### config.mk
export PLATFORM = sky130hd
export DESIGN_NAME = dot4_accumulator
export DESIGN_NICKNAME = d
export VERILOG_FILES = /design/src/rtl/dot4_accumulator.sv
export SDC_FILE = /design/constraint.sdc
export NUM_CORES = 1
export LEC_CHECK = 0
export BUFFER_PORTS_ARGS = -buffer_cell sky130_fd_sc_hd__clkbuf_2
export CAP_MARGIN = 0
export CORE_MARGIN = 5
export CORE_UTILIZATION = 51
export DETAILED_ROUTE_END_ITERATION = 16
export PLACE_DENSITY = 0.78
export SYNTH_ARGS = -nofsm -noshare
export SYNTH_HDL_FRONTEND = slang
export SYNTH_SLANG_ARGS = --single-unit
export TNS_END_PERCENT = 5
### constraint.sdc
create_clock -name clk -period 2.5 [get_ports clk]
set_input_delay 0.5 -clock clk [delete_from_list [all_inputs] [get_ports clk]]
set_output_delay 0.5 -clock clk [all_outputs]
set_load 0.02 [all_outputs]
### src/rtl/dot4_accumulator.sv
// Streaming 4-bit dot-product engine wrapped around an external 4x4 multiplier.
// Optional build macro DOT4_SAT_EN: clamp the accumulator instead of wrapping.
module dot4_accumulator #(
    parameter int unsigned LEN   = 8,
    parameter int unsigned ACC_W = 12
) (
    input  logic             clk,
    input  logic             rst,
    input  logic             in_valid,
    output logic             in_ready,
    input  logic [3:0]       a,
    input  logic [3:0]       b,
    output logic [3:0]       mul_a,
    output logic [3:0]       mul_b,
    input  logic [7:0]       mul_p,
    output logic             out_valid,
    input  logic             out_ready,
    output logic [ACC_W-1:0] out_sum,
    output logic             out_ovf
);

    typedef enum logic [1:0] {StAcc, StFlush, StHold} state_e;

    state_e           state_q, state_d;
    logic [7:0]       cnt_q;
    logic [ACC_W-1:0] acc_q, acc_add;
    logic             ovf_q;
    logic             p_vld_q;
    logic [3:0]       mul_a_q, mul_b_q;
    logic [ACC_W:0]   sum_ext;
    logic             accept;
    logic             complete;

    assign in_ready  = (state_q == StAcc) && !rst;
    assign out_valid = (state_q == StHold);
    assign accept    = in_valid && in_ready;
    assign complete  = out_valid && out_ready;

    // One extra bit catches the carry out of the accumulator.
    assign sum_ext = {1'b0, acc_q} + {{(ACC_W - 7){1'b0}}, mul_p};

`ifdef DOT4_SAT_EN
    assign acc_add = sum_ext[ACC_W] ? '1 : sum_ext[ACC_W-1:0];
`else
    assign acc_add = sum_ext[ACC_W-1:0];
`endif

    always_comb begin
        state_d = state_q;
        unique case (state_q)
            StAcc: begin
                if (accept && (cnt_q == 8'(LEN - 1))) begin
                    state_d = StFlush;
                end
            end
            StFlush: state_d = StHold;
            StHold: begin
                if (out_ready) begin
                    state_d = StAcc;
                end
            end
            default: state_d = StAcc;
        endcase
    end

    always_ff @(posedge clk) begin
        if (rst) begin
            state_q <= StAcc;
            cnt_q   <= '0;
            acc_q   <= '0;
            ovf_q   <= 1'b0;
            p_vld_q <= 1'b0;
            mul_a_q <= '0;
            mul_b_q <= '0;
        end else begin
            state_q <= state_d;
            p_vld_q <= accept;
            if (accept) begin
                mul_a_q <= a;
                mul_b_q <= b;
            end
            if (complete) begin
                cnt_q <= '0;
                acc_q <= '0;
                ovf_q <= 1'b0;
            end else begin
                if (accept) begin
                    cnt_q <= cnt_q + 8'd1;
                end
                if (p_vld_q) begin
                    acc_q <= acc_add;
                    if (sum_ext[ACC_W]) begin
                        ovf_q <= 1'b1;
                    end
                end
            end
        end
    end

    assign mul_a   = mul_a_q;
    assign mul_b   = mul_b_q;
    assign out_sum = acc_q;
    assign out_ovf = ovf_q;

endmodule

# Word-level counts from Yosys, hierarchy flattened
# Index checks and enable logic that the tools add are counted.
dict set report op_classes {
  addsub 2
  n_eq_ne 5
  reduce_logical 9
  muxes 3
}
# operator n
set ops {}
lappend ops {{$add 12x8->13} 1}
lappend ops {{$add 8x1->8 const B} 1}
lappend ops {{$eq 8x3->1 const B} 1}
lappend ops {{$pmux 2 s3} 1}
lappend ops {{$logic_and 1x1->1} 4}
lappend ops {{$mux 2} 2}
lappend ops {{$ne 2x1->1 const B} 2}
lappend ops {{$reduce_and 2->1} 2}
lappend ops {{$eq 2x1->1 const B} 1}
lappend ops {{$eq 2x2->1 const B} 1}
lappend ops {{$logic_not 2->1} 1}
lappend ops {{$reduce_or 2->1} 1}
lappend ops {{$logic_not 1->1} 1}
dict set report word_totals {
  out_inout_bits 23
  regBits 32
  inputBits 20
  wordCells 26
}

# Depth between registers and ports, before layout
# Gate-level depths: netlist of run 1.
dict set report logic_depth {
  word_depth 6
  mapped_depth 7
  ltp_nobuf 7
}

# Least setup slack after synthesis of run 1
# No wires, ideal clock.
dict set report synth_path {
  kind {input -> register}
  start {input port mul_p[0]}
  end {register acc_q[8] (netlist: out_sum[8])}
  t_arrival_ns 1.862
  path_slack_ns 0.510
  n_path_buf 0
  t_required_ns 2.372
  stages 7
  setup_time_ns 0.128
  path_cell_list {ha_1 fa_1 a211oi_1 o21ai_0 a21oi_1 xnor2_1 nor2_1}
}
dict set report synth_via {
  elab_chain_cells 1
}
# item line
set synth_rtl {}
lappend synth_rtl {{start, declared} 15} ;# input logic [7:0] mul_p,
lappend synth_rtl {{$add 12x8->13} 40} ;# assign sum_ext = {1'b0, acc_q} + {{(ACC_W - 7){1'b0}}, mul_p};
lappend synth_rtl {{end signal, assigned} 70} ;# acc_q <= '0;
lappend synth_rtl {{end signal, assigned} 84} ;# acc_q <= '0;
lappend synth_rtl {{end signal, assigned} 91} ;# acc_q <= acc_add;
lappend synth_rtl {{end, declared} 26} ;# logic [ACC_W-1:0] acc_q, acc_add;
# Every way passes these cells.
# A chain may end at the register's enable or synchronous reset.

# Worst setup path after layout of run 1
dict set report layout_path {
  start {register acc_q[0] (netlist: out_sum[0])}
  end {register acc_q[8] (netlist: out_sum[8])}
}
dict set report layout_via {
  elab_chain_cells 1
}
# item line
set layout_rtl {}
lappend layout_rtl {{$add 12x8->13} 40}
# Every way passes these cells.

==> results of run 1 <==
## logic make-up (layout without fill, tap and decap cells)
kind of cell,after synthesis,count (layout)
mux,2,2
fa+ha+maj,10,10
compound gates,46,46
buf+inv,8,55
flops,32,32
simple gates,63,63
xor+xnor,13,13
## worst max-delay path, stage by stage (launching register included)
cell and delay (ns):
dfxtp_1 0.34, ha_1 0.22, fa_1 0.43, a211oi_1 0.29, o21ai_0 0.20, a21oi_1 0.20, xnor2_1 0.14, nor2_1 0.05
## flip-flops by register name (all words and copies together) (netlist names)
| register | count |
|---|---|
| out_sum | 12 |
| cnt_q | 8 |
| mul_a | 4 |
| mul_b | 4 |
| state_q | 2 |
| out_ovf | 1 |
| p_vld_q | 1 |
## stage by stage
step / cells / area [sq um] / hold WS, ns
after floorplan: 174 / 1530 / 0.462
after global placement: 244 / 1770 / 0.441
after detailed placement: 244 / 1770 / 0.448
after CTS: 252 / 1830 / 0.374
after global routing: 252 / 1830 / 0.382
final: 252 / 1830 / 0.386
## layer usage
| metal | track usage [%] | wire length, microns | part of all wire, % | up-vias |
|---|---|---|---|---|
| met3 | 4.84 | 198 | 6.0 | 5 |
| met5 | 0 | 0 | 0 | - |
| li1 | - | - | - | 701 |
| met4 | 7.92 | 42 | 1.3 | 0 |
| met2 | 28.4 | 1560 | 47 | 40 |
| met1 | 18.7 | 1520 | 46 | 615 |
## layout make-up
class                   instances  area share [%]
clock buffers                   8            3.22
inverters                       4           0.890
multi-input cells             134            46.8
flip-flops and latches         32            35.0
well taps                      31            2.12
repair buffers                 43            11.9
## synth_stat cells
master and n:
nor3_1 1, o21a_1 1, nand4_4 1, inv_1 2
o22ai_1 1, o211ai_1 4, or3_1 2, a21o_2 1
fa_1 1, a2bb2oi_1 1, o21ai_2 1, nand4_1 2
nor4_1 1, nor3_4 1, nand2_1 29, nor4bb_1 1
buf_2 2, or4_1 1, nand3_1 6, a21o_1 3
clkbuf_1 2, mux2i_1 2, or2b_1 1, clkinv_1 1
a21oi_1 22, nand2_4 1, nor2_1 13, dfxtp_1 32
xnor2_1 6, xor2_1 7, nand2b_1 1, nor2b_1 1
o21ai_0 8, or3_2 1, clkinv_2 1, a211oi_1 3
ha_1 9, a31oi_1 1
## worst paths after layout
check / from / endpoint / slack (ns) / depth (start not counted)
worst min-delay path: a[0] / mul_a[0] / 0.39 / 3
worst min register to register: mul_a[1] / mul_a[1] / 0.46 / 2
worst max register to register: out_sum[0] / out_sum[8] / 0.52 / 7
worst max-delay path: out_sum[0] / out_sum[8] / 0.52 / 7
## report_power, final
| part | switching (uW) | internal, uW | total [uW] |
|---|---|---|---|
| Sequential | 17.5 | 529 | 546 |
| Clock | 172 | 139 | 311 |
| Combinational | 106 | 73.3 | 179 |
| Total | 295 | 741 | 1040 |
==> flow_results.xml, run 1 <==
<?xml version="1.0" encoding="UTF-8"?>
<metrics>
  <group name="routing">
    <metric name="drt_first_pass_iters" unit="">4</metric>
    <metric name="wl_per_cell" unit="microns">13.2</metric>
    <metric name="drt.antenna.violating_nets" unit="">0</metric>
    <metric name="postRouteWirelength" unit="mm">3.33</metric>
    <metric name="post_drt_via_cell_ratio" unit="">5.40</metric>
    <metric name="residual_drc_count" unit="">0</metric>
    <metric name="drt_first_iter_violations" unit="">66</metric>
    <metric name="vias" unit="">1361</metric>
  </group>
  <group name="logic_synthesis">
    <metric name="synth-warning-count" unit="">0</metric>
    <metric name="syn-instance-count" unit="">174</metric>
    <metric name="yosys_register_bits" unit="">32</metric>
    <metric name="synthDominantAreaCellType" unit="">dfxtp_1</metric>
    <metric name="synth.top_cells.by_area" unit="">dfxtp_1, ha_1, a21oi_1</metric>
    <metric name="mappedNetlistNets" unit="">204</metric>
    <metric name="synth_compound_gate_area_share" unit="%">17.7</metric>
    <metric name="yosys-mux-area-fraction" unit="%">1.31</metric>
    <metric name="synthAdderAreaFrac" unit="%">8.67</metric>
    <metric name="synth_area" unit="sq mm">0.00153</metric>
    <metric name="synth_top_family_by_area" unit="">simple AND/OR/NAND/NOR gates</metric>
    <metric name="synth_top_area_share" unit="%">41.9</metric>
    <metric name="area_share_of_xor_xnor_cells_in_the_synthesized_design" unit="%">7.44</metric>
    <metric name="syn_avg_cell_area" unit="sq um">8.79</metric>
    <metric name="synth-simple-area-share" unit="%">20.8</metric>
    <metric name="synth_sequential_area_ratio" unit="%">41.9</metric>
    <metric name="yosysUniqueCellTypes" unit="">38</metric>
  </group>
  <group name="cts">
    <metric name="clkTransAtPathRegs" unit="ns">0.10</metric>
    <metric name="ctsResizeCount" unit="">0</metric>
    <metric name="cts_max_path_buffers" unit="">2</metric>
    <metric name="numClockSinks" unit="">32</metric>
    <metric name="tritoncts.num_buffers" unit="">5</metric>
    <metric name="tritoncts" unit="">yes</metric>
    <metric name="worst_skew_pair.late_latency" unit="ns">0.33</metric>
    <metric name="cts.hold.buffers_added" unit="">0</metric>
    <metric name="cts_setup_buffers" unit="">0</metric>
    <metric name="clock_tree.root_cell" unit="">clkbuf_4</metric>
    <metric name="h-tree-depth" unit="">2</metric>
  </group>
  <group name="floorplanning">
    <metric name="die-width" unit="microns">64.8</metric>
    <metric name="num_io_pins" unit="">43</metric>
    <metric name="start_util" unit="%">54.5</metric>
    <metric name="placement_rows" unit="">19</metric>
    <metric name="floorplan.die.height" unit="microns">64.8</metric>
    <metric name="fp.dieArea" unit="sq mm">0.00420</metric>
    <metric name="fp.coreArea" unit="sq mm">0.00281</metric>
  </group>
  <group name="final_layout">
    <metric name="drive_above_1_share" unit="%">25.3</metric>
    <metric name="layout.cells.most_common" unit="">clkbuf_2</metric>
    <metric name="commonest_non_fill_non_tap_cells_in_the_layout" unit="">clkbuf_2, dfxtp_1, nand2_1</metric>
    <metric name="flow.area_growth_from_synthesis" unit="%">19.5</metric>
    <metric name="number_of_nets_in_the_layout" unit="">250</metric>
    <metric name="num-fill-cells" unit="">241</metric>
    <metric name="num_antenna_cells" unit="">0</metric>
    <metric name="seqCellArea" unit="sq um">641</metric>
    <metric name="multiInputGateArea" unit="sq um">856</metric>
    <metric name="final_util" unit="%">65.2</metric>
  </group>
  <group name="job">
    <metric name="max_cap_viol_count" unit="">0</metric>
  </group>
  <group name="setup_path">
    <metric name="endpoint_kind" unit="">flop</metric>
    <metric name="worst_setup_path_start_kind" unit="">flop</metric>
    <metric name="setup.worst_path.class" unit="">flop to flop</metric>
    <metric name="arrival_time_at_the_worst_endpoint" unit="ns">2.20</metric>
    <metric name="critical_path_peak_fanout" unit="">3</metric>
    <metric name="critical_path_required" unit="ns">2.71</metric>
  </group>
  <group name="timing">
    <metric name="timing.fmax" unit="GHz">0.504</metric>
    <metric name="layout_worst_path_cycle_share" unit="%">79.3</metric>
    <metric name="setup_total_negative_slack" unit="ns">0</metric>
    <metric name="clock-skew-final" unit="ns">0.00941</metric>
    <metric name="setup_ws" unit="ns">0.517</metric>
    <metric name="worst-slew-pin-transition" unit="ns">0.531</metric>
    <metric name="fin_crit" unit="ns">1.98</metric>
    <metric name="setup-violations-final" unit="">0</metric>
    <metric name="maxSlewViolCount" unit="">0</metric>
    <metric name="setup_repair_after_global_routing_missed_its_margin" unit="">false</metric>
    <metric name="worst_slew_margin_rel" unit="%">64.6</metric>
    <metric name="hold_viol_final" unit="">0</metric>
  </group>
  <group name="global_route">
    <metric name="wire_length_of_the_first_global_routing_pass" unit="mm">5.43</metric>
    <metric name="gr-total-overflow" unit="">0</metric>
    <metric name="vias_in_the_first_global_route" unit="">1304</metric>
    <metric name="grt_max_degree" unit="">17</metric>
    <metric name="antenna_found_initial" unit="">0</metric>
    <metric name="grt.total_usage" unit="%">16.5</metric>
  </group>
  <group name="hold_path">
    <metric name="hold_path_class" unit="">input pin to flop</metric>
  </group>
  <group name="place">
    <metric name="io_buffer_count" unit="">42</metric>
    <metric name="hpwlAfterDp" unit="mm">2.48</metric>
    <metric name="finalWeightedCongestion" unit="">0.829</metric>
    <metric name="dp_worst_setup_slack" unit="ns">0.262</metric>
  </group>
  <group name="power">
    <metric name="finalPower" unit="uW">1040</metric>
    <metric name="power.ir.vdd_worst" unit="mV">0.316</metric>
    <metric name="power.density_cell_area" unit="mW/mm^2">567</metric>
    <metric name="power.static_leakage" unit="uW">0.000809</metric>
  </group>
  <group name="outcome">
    <metric name="run_status" unit="">finished, final reports clean</metric>
  </group>
</metrics>
Power figures use the tool's default switching activity.
==> inputs of run 2 (changes only) <==
- ABC_AREA: default -> 1
- CORE_UTILIZATION: 51 -> 48
- PLACE_DENSITY: 0.78 -> 0.76
- clock period: 2.5 -> 1.62 ns (I/O delays scaled with it)
==> flow_results.xml, run 2 <==
<?xml version="1.0" encoding="UTF-8"?>
<metrics>
  <group name="cts">
    <metric name="cts.hold.buffers_added" unit="">0</metric>
    <metric name="h-tree-depth" unit="">2</metric>
    <metric name="worst_skew_pair.late_latency" unit="ns">0.29</metric>
    <metric name="numClockSinks" unit="">32</metric>
    <metric name="tritoncts.num_buffers" unit="">5</metric>
    <metric name="cts_max_path_buffers" unit="">2</metric>
    <metric name="clkTransAtPathRegs" unit="ns">0.07</metric>
    <metric name="clock_tree.root_cell" unit="">clkbuf_8</metric>
    <metric name="tritoncts" unit="">yes</metric>
  </group>
  <group name="final_layout">
    <metric name="layout.cells.most_common" unit="">nand2_1</metric>
    <metric name="number_of_nets_in_the_layout" unit="">331</metric>
    <metric name="finish.cell_count_without_fillers" unit="">350</metric>
    <metric name="final_util" unit="%">60.2</metric>
    <metric name="drive_above_1_share" unit="%">30.8</metric>
    <metric name="commonest_non_fill_non_tap_cells_in_the_layout" unit="">nand2_1, clkbuf_2, dfxtp_1</metric>
    <metric name="largest_register_ffs" unit="">12</metric>
    <metric name="stdcell_area" unit="sq mm">0.00219</metric>
    <metric name="num_antenna_cells" unit="">0</metric>
    <metric name="flow.area_growth_from_synthesis" unit="%">22.5</metric>
  </group>
  <group name="power">
    <metric name="share_clk_of_total_power" unit="%">35.2</metric>
    <metric name="internal_power" unit="uW">1290</metric>
    <metric name="power.switching_fraction" unit="%">28.6</metric>
    <metric name="power.density_cell_area" unit="mW/mm^2">826</metric>
    <metric name="power.static_leakage" unit="uW">0.00108</metric>
    <metric name="finalPower" unit="uW">1810</metric>
    <metric name="seq_power_share" unit="%">46.4</metric>
    <metric name="combPwrFrac" unit="%">18.4</metric>
    <metric name="netSwitchingPower" unit="uW">517</metric>
    <metric name="power.ir.vdd_worst" unit="mV">0.547</metric>
  </group>
  <group name="logic_synthesis">
    <metric name="yosysUniqueCellTypes" unit="">29</metric>
    <metric name="synthDominantAreaCellType" unit="">dfxtp_1</metric>
    <metric name="synth_top_area_share" unit="%">35.9</metric>
    <metric name="yosys_register_bits" unit="">32</metric>
    <metric name="synth_area" unit="sq mm">0.00179</metric>
    <metric name="yosysMostFrequentCell" unit="">nand2_1</metric>
    <metric name="synth-warning-count" unit="">0</metric>
    <metric name="mappedNetlistNets" unit="">279</metric>
    <metric name="synth.top_cells.by_area" unit="">dfxtp_1, nand2_1, ha_1</metric>
    <metric name="syn_avg_cell_area" unit="sq um">7.18</metric>
    <metric name="synth_enable_flop_cells" unit="">0</metric>
    <metric name="ys_async_sr_fraction" unit="%">0</metric>
    <metric name="ys_dominant_reg_cell" unit="">dfxtp_1</metric>
    <metric name="syn-instance-count" unit="">249</metric>
    <metric name="ys_top_cells_by_count" unit="">nand2_1, dfxtp_1, inv_1</metric>
    <metric name="synth_sequential_area_ratio" unit="%">35.9</metric>
  </group>
  <group name="routing">
    <metric name="drt_first_iter_violations" unit="">80</metric>
    <metric name="postRouteWirelength" unit="mm">3.90</metric>
    <metric name="vias" unit="">1734</metric>
    <metric name="post_drt_via_cell_ratio" unit="">4.95</metric>
    <metric name="drt.antenna.violating_nets" unit="">0</metric>
    <metric name="residual_drc_count" unit="">0</metric>
    <metric name="drt_first_pass_iters" unit="">4</metric>
    <metric name="wl_per_cell" unit="microns">11.2</metric>
  </group>
  <group name="timing">
    <metric name="layout_worst_path_cycle_share" unit="%">93.4</metric>
    <metric name="worst-slew-pin-transition" unit="ns">0.285</metric>
    <metric name="setup-violations-final" unit="">0</metric>
    <metric name="maxSlewViolCount" unit="">0</metric>
    <metric name="clock-skew-final" unit="ns">0.00992</metric>
    <metric name="worst_slew_margin_rel" unit="%">81.0</metric>
    <metric name="timing.fmax" unit="GHz">0.661</metric>
    <metric name="hold_viol_final" unit="">0</metric>
    <metric name="fin_crit" unit="ns">1.51</metric>
  </group>
  <group name="place">
    <metric name="hpwlAfterDp" unit="mm">2.98</metric>
    <metric name="placed_area" unit="sq mm">0.00208</metric>
    <metric name="io_buffer_count" unit="">42</metric>
    <metric name="placed_cells_incl_taps" unit="">342</metric>
    <metric name="finalWeightedCongestion" unit="">0.881</metric>
  </group>
  <group name="floorplanning">
    <metric name="floorplan.die.height" unit="microns">71.0</metric>
    <metric name="fp.coreArea" unit="sq mm">0.00363</metric>
    <metric name="num_io_pins" unit="">43</metric>
    <metric name="fp.dieArea" unit="sq mm">0.00504</metric>
    <metric name="die-width" unit="microns">71.0</metric>
    <metric name="start_util" unit="%">49.2</metric>
    <metric name="placement_rows" unit="">22</metric>
  </group>
  <group name="setup_path">
    <metric name="max_stage_delay" unit="ns">0.35</metric>
    <metric name="critical_path_peak_fanout" unit="">4</metric>
    <metric name="regToRegSetupSlack" unit="ns">0.11</metric>
    <metric name="cells_on_worst_reg2reg_path" unit="">10</metric>
    <metric name="r2r_end" unit="">out_sum[10]</metric>
    <metric name="cell_by_cell_listing_of_the_critical_path" unit="">ha_2, fa_2, nand3_2, nand2_2, nand2_2, nand3_2, nand2_2, nand2_1, nand2_1, nor2_1</metric>
    <metric name="slowest_stage" unit="">fa_2</metric>
    <metric name="critical_path_required" unit="ns">1.80</metric>
    <metric name="setup.worst_path.class" unit="">flop to flop</metric>
    <metric name="arrival_time_at_the_worst_endpoint" unit="ns">1.69</metric>
    <metric name="worst_flop_to_flop_path_startpoint" unit="">out_sum[0]</metric>
    <metric name="endpoint_kind" unit="">flop</metric>
    <metric name="worst_setup_path_start_kind" unit="">flop</metric>
    <metric name="crit_path_frequent_cell" unit="">nand2_2</metric>
  </group>
  <group name="global_route">
    <metric name="antenna_found_initial" unit="">0</metric>
    <metric name="grt_max_degree" unit="">18</metric>
    <metric name="grt.total_usage" unit="%">16.1</metric>
    <metric name="vias_in_the_first_global_route" unit="">1620</metric>
    <metric name="gr-total-overflow" unit="">0</metric>
    <metric name="wire_length_of_the_first_global_routing_pass" unit="mm">6.65</metric>
  </group>
  <group name="outcome">
    <metric name="run_status" unit="">finished, final reports clean</metric>
  </group>
  <group name="hold_path">
    <metric name="critical_hold_path_startpoint" unit="">b[1]</metric>
    <metric name="hold_end" unit="">mul_b[1]</metric>
    <metric name="min_path_cells" unit="">3</metric>
    <metric name="hold_path_class" unit="">input pin to flop</metric>
  </group>
  <group name="job">
    <metric name="max_cap_viol_count" unit="">0</metric>
  </group>
</metrics>
[run 2: cell types whose count changed in the layout (fill, tap and decap cells not counted), sizes merged, moves of 4 or more]
cell   change
buf        +8
inv       +29
xnor2      -5
nand3     +16
a21o       -4
nor2      +11
o21ai      -5
nand2     +47
[run 2: through the flow]
stage          setup TNS (ns)  setup WS, ns  hold slack, ns
3_5_place_dp           -0.170       -0.0756           0.457
4_1_cts                     0        0.0321           0.256
3_3_place_gp           -0.105       -0.0598           0.444
2_1_floorplan               0        0.0138           0.433
6_report                    0         0.108           0.261
5_1_grt             -0.000806     -0.000806           0.263
[run 2: layout make-up]
| class | instances | area (sq um) |
|---|---|---|
| inverter | 31 | 119 |
| timing repair buffer | 51 | 278 |
| multi-input combinational | 180 | 1000 |
| sequential | 32 | 641 |
| fill | 376 | 1450 |
| clock buffer | 8 | 90.1 |
| tap | 48 | 60.1 |
[run 2: timing repair]
item	CTS	global route
resized for setup	0	7
setup buffers	0	0
endpoints found under the setup margin	0	4
[run 2: logic make-up after synthesis]
group	synth area share [%]
XOR/XNOR	2.45
buffers and inverters	9.52
AO/OA/AOI/OAI	10.9
adder cells (fa/ha/maj)	7.42
flip-flops	35.9
AND/OR/NAND/NOR	33.9
[run 2: critical path, delay by kind of cell (launching register included)]
kind / cells / cell delay (ns)
adders and majority gates: 2 / 0.53
and+or+nand+nor: 8 / 0.58
DFF: 1 / 0.31
[run 2: power by group through the flow]
stage | sequential [uW] | clock, uW | combinational [uW]
after floorplan | 881 | 0 | 199
after global placement | 856 | 0 | 320
after detailed placement | 856 | 0 | 325
after CTS | 839 | 657 | 328
after global routing | 842 | 687 | 371
final | 839 | 636 | 332
[run 2: worst max path at each step]
stage | slack (ns) | start | to | cells after the start
finish | 0.11 | out_sum[0] | out_sum[10] | 10
floorplan | 0.01 | out_sum[0] | out_sum[10] | 10
global route | -0.0008 | out_sum[0] | out_sum[10] | 10
CTS | 0.03 | out_sum[0] | out_sum[10] | 10
detailed placement | -0.08 | mul_p[0] | out_sum[10] | 11
global placement | -0.06 | mul_p[0] | out_sum[10] | 11
[run 2: metal layers]
layer	routed length, microns	GRT usage [%]	vias up
li1	-	-	899
met1	1700	17.8	789
met2	1950	28.3	38
met3	184	4.83	8
met4	67	7.10	0
met5	0	0	-
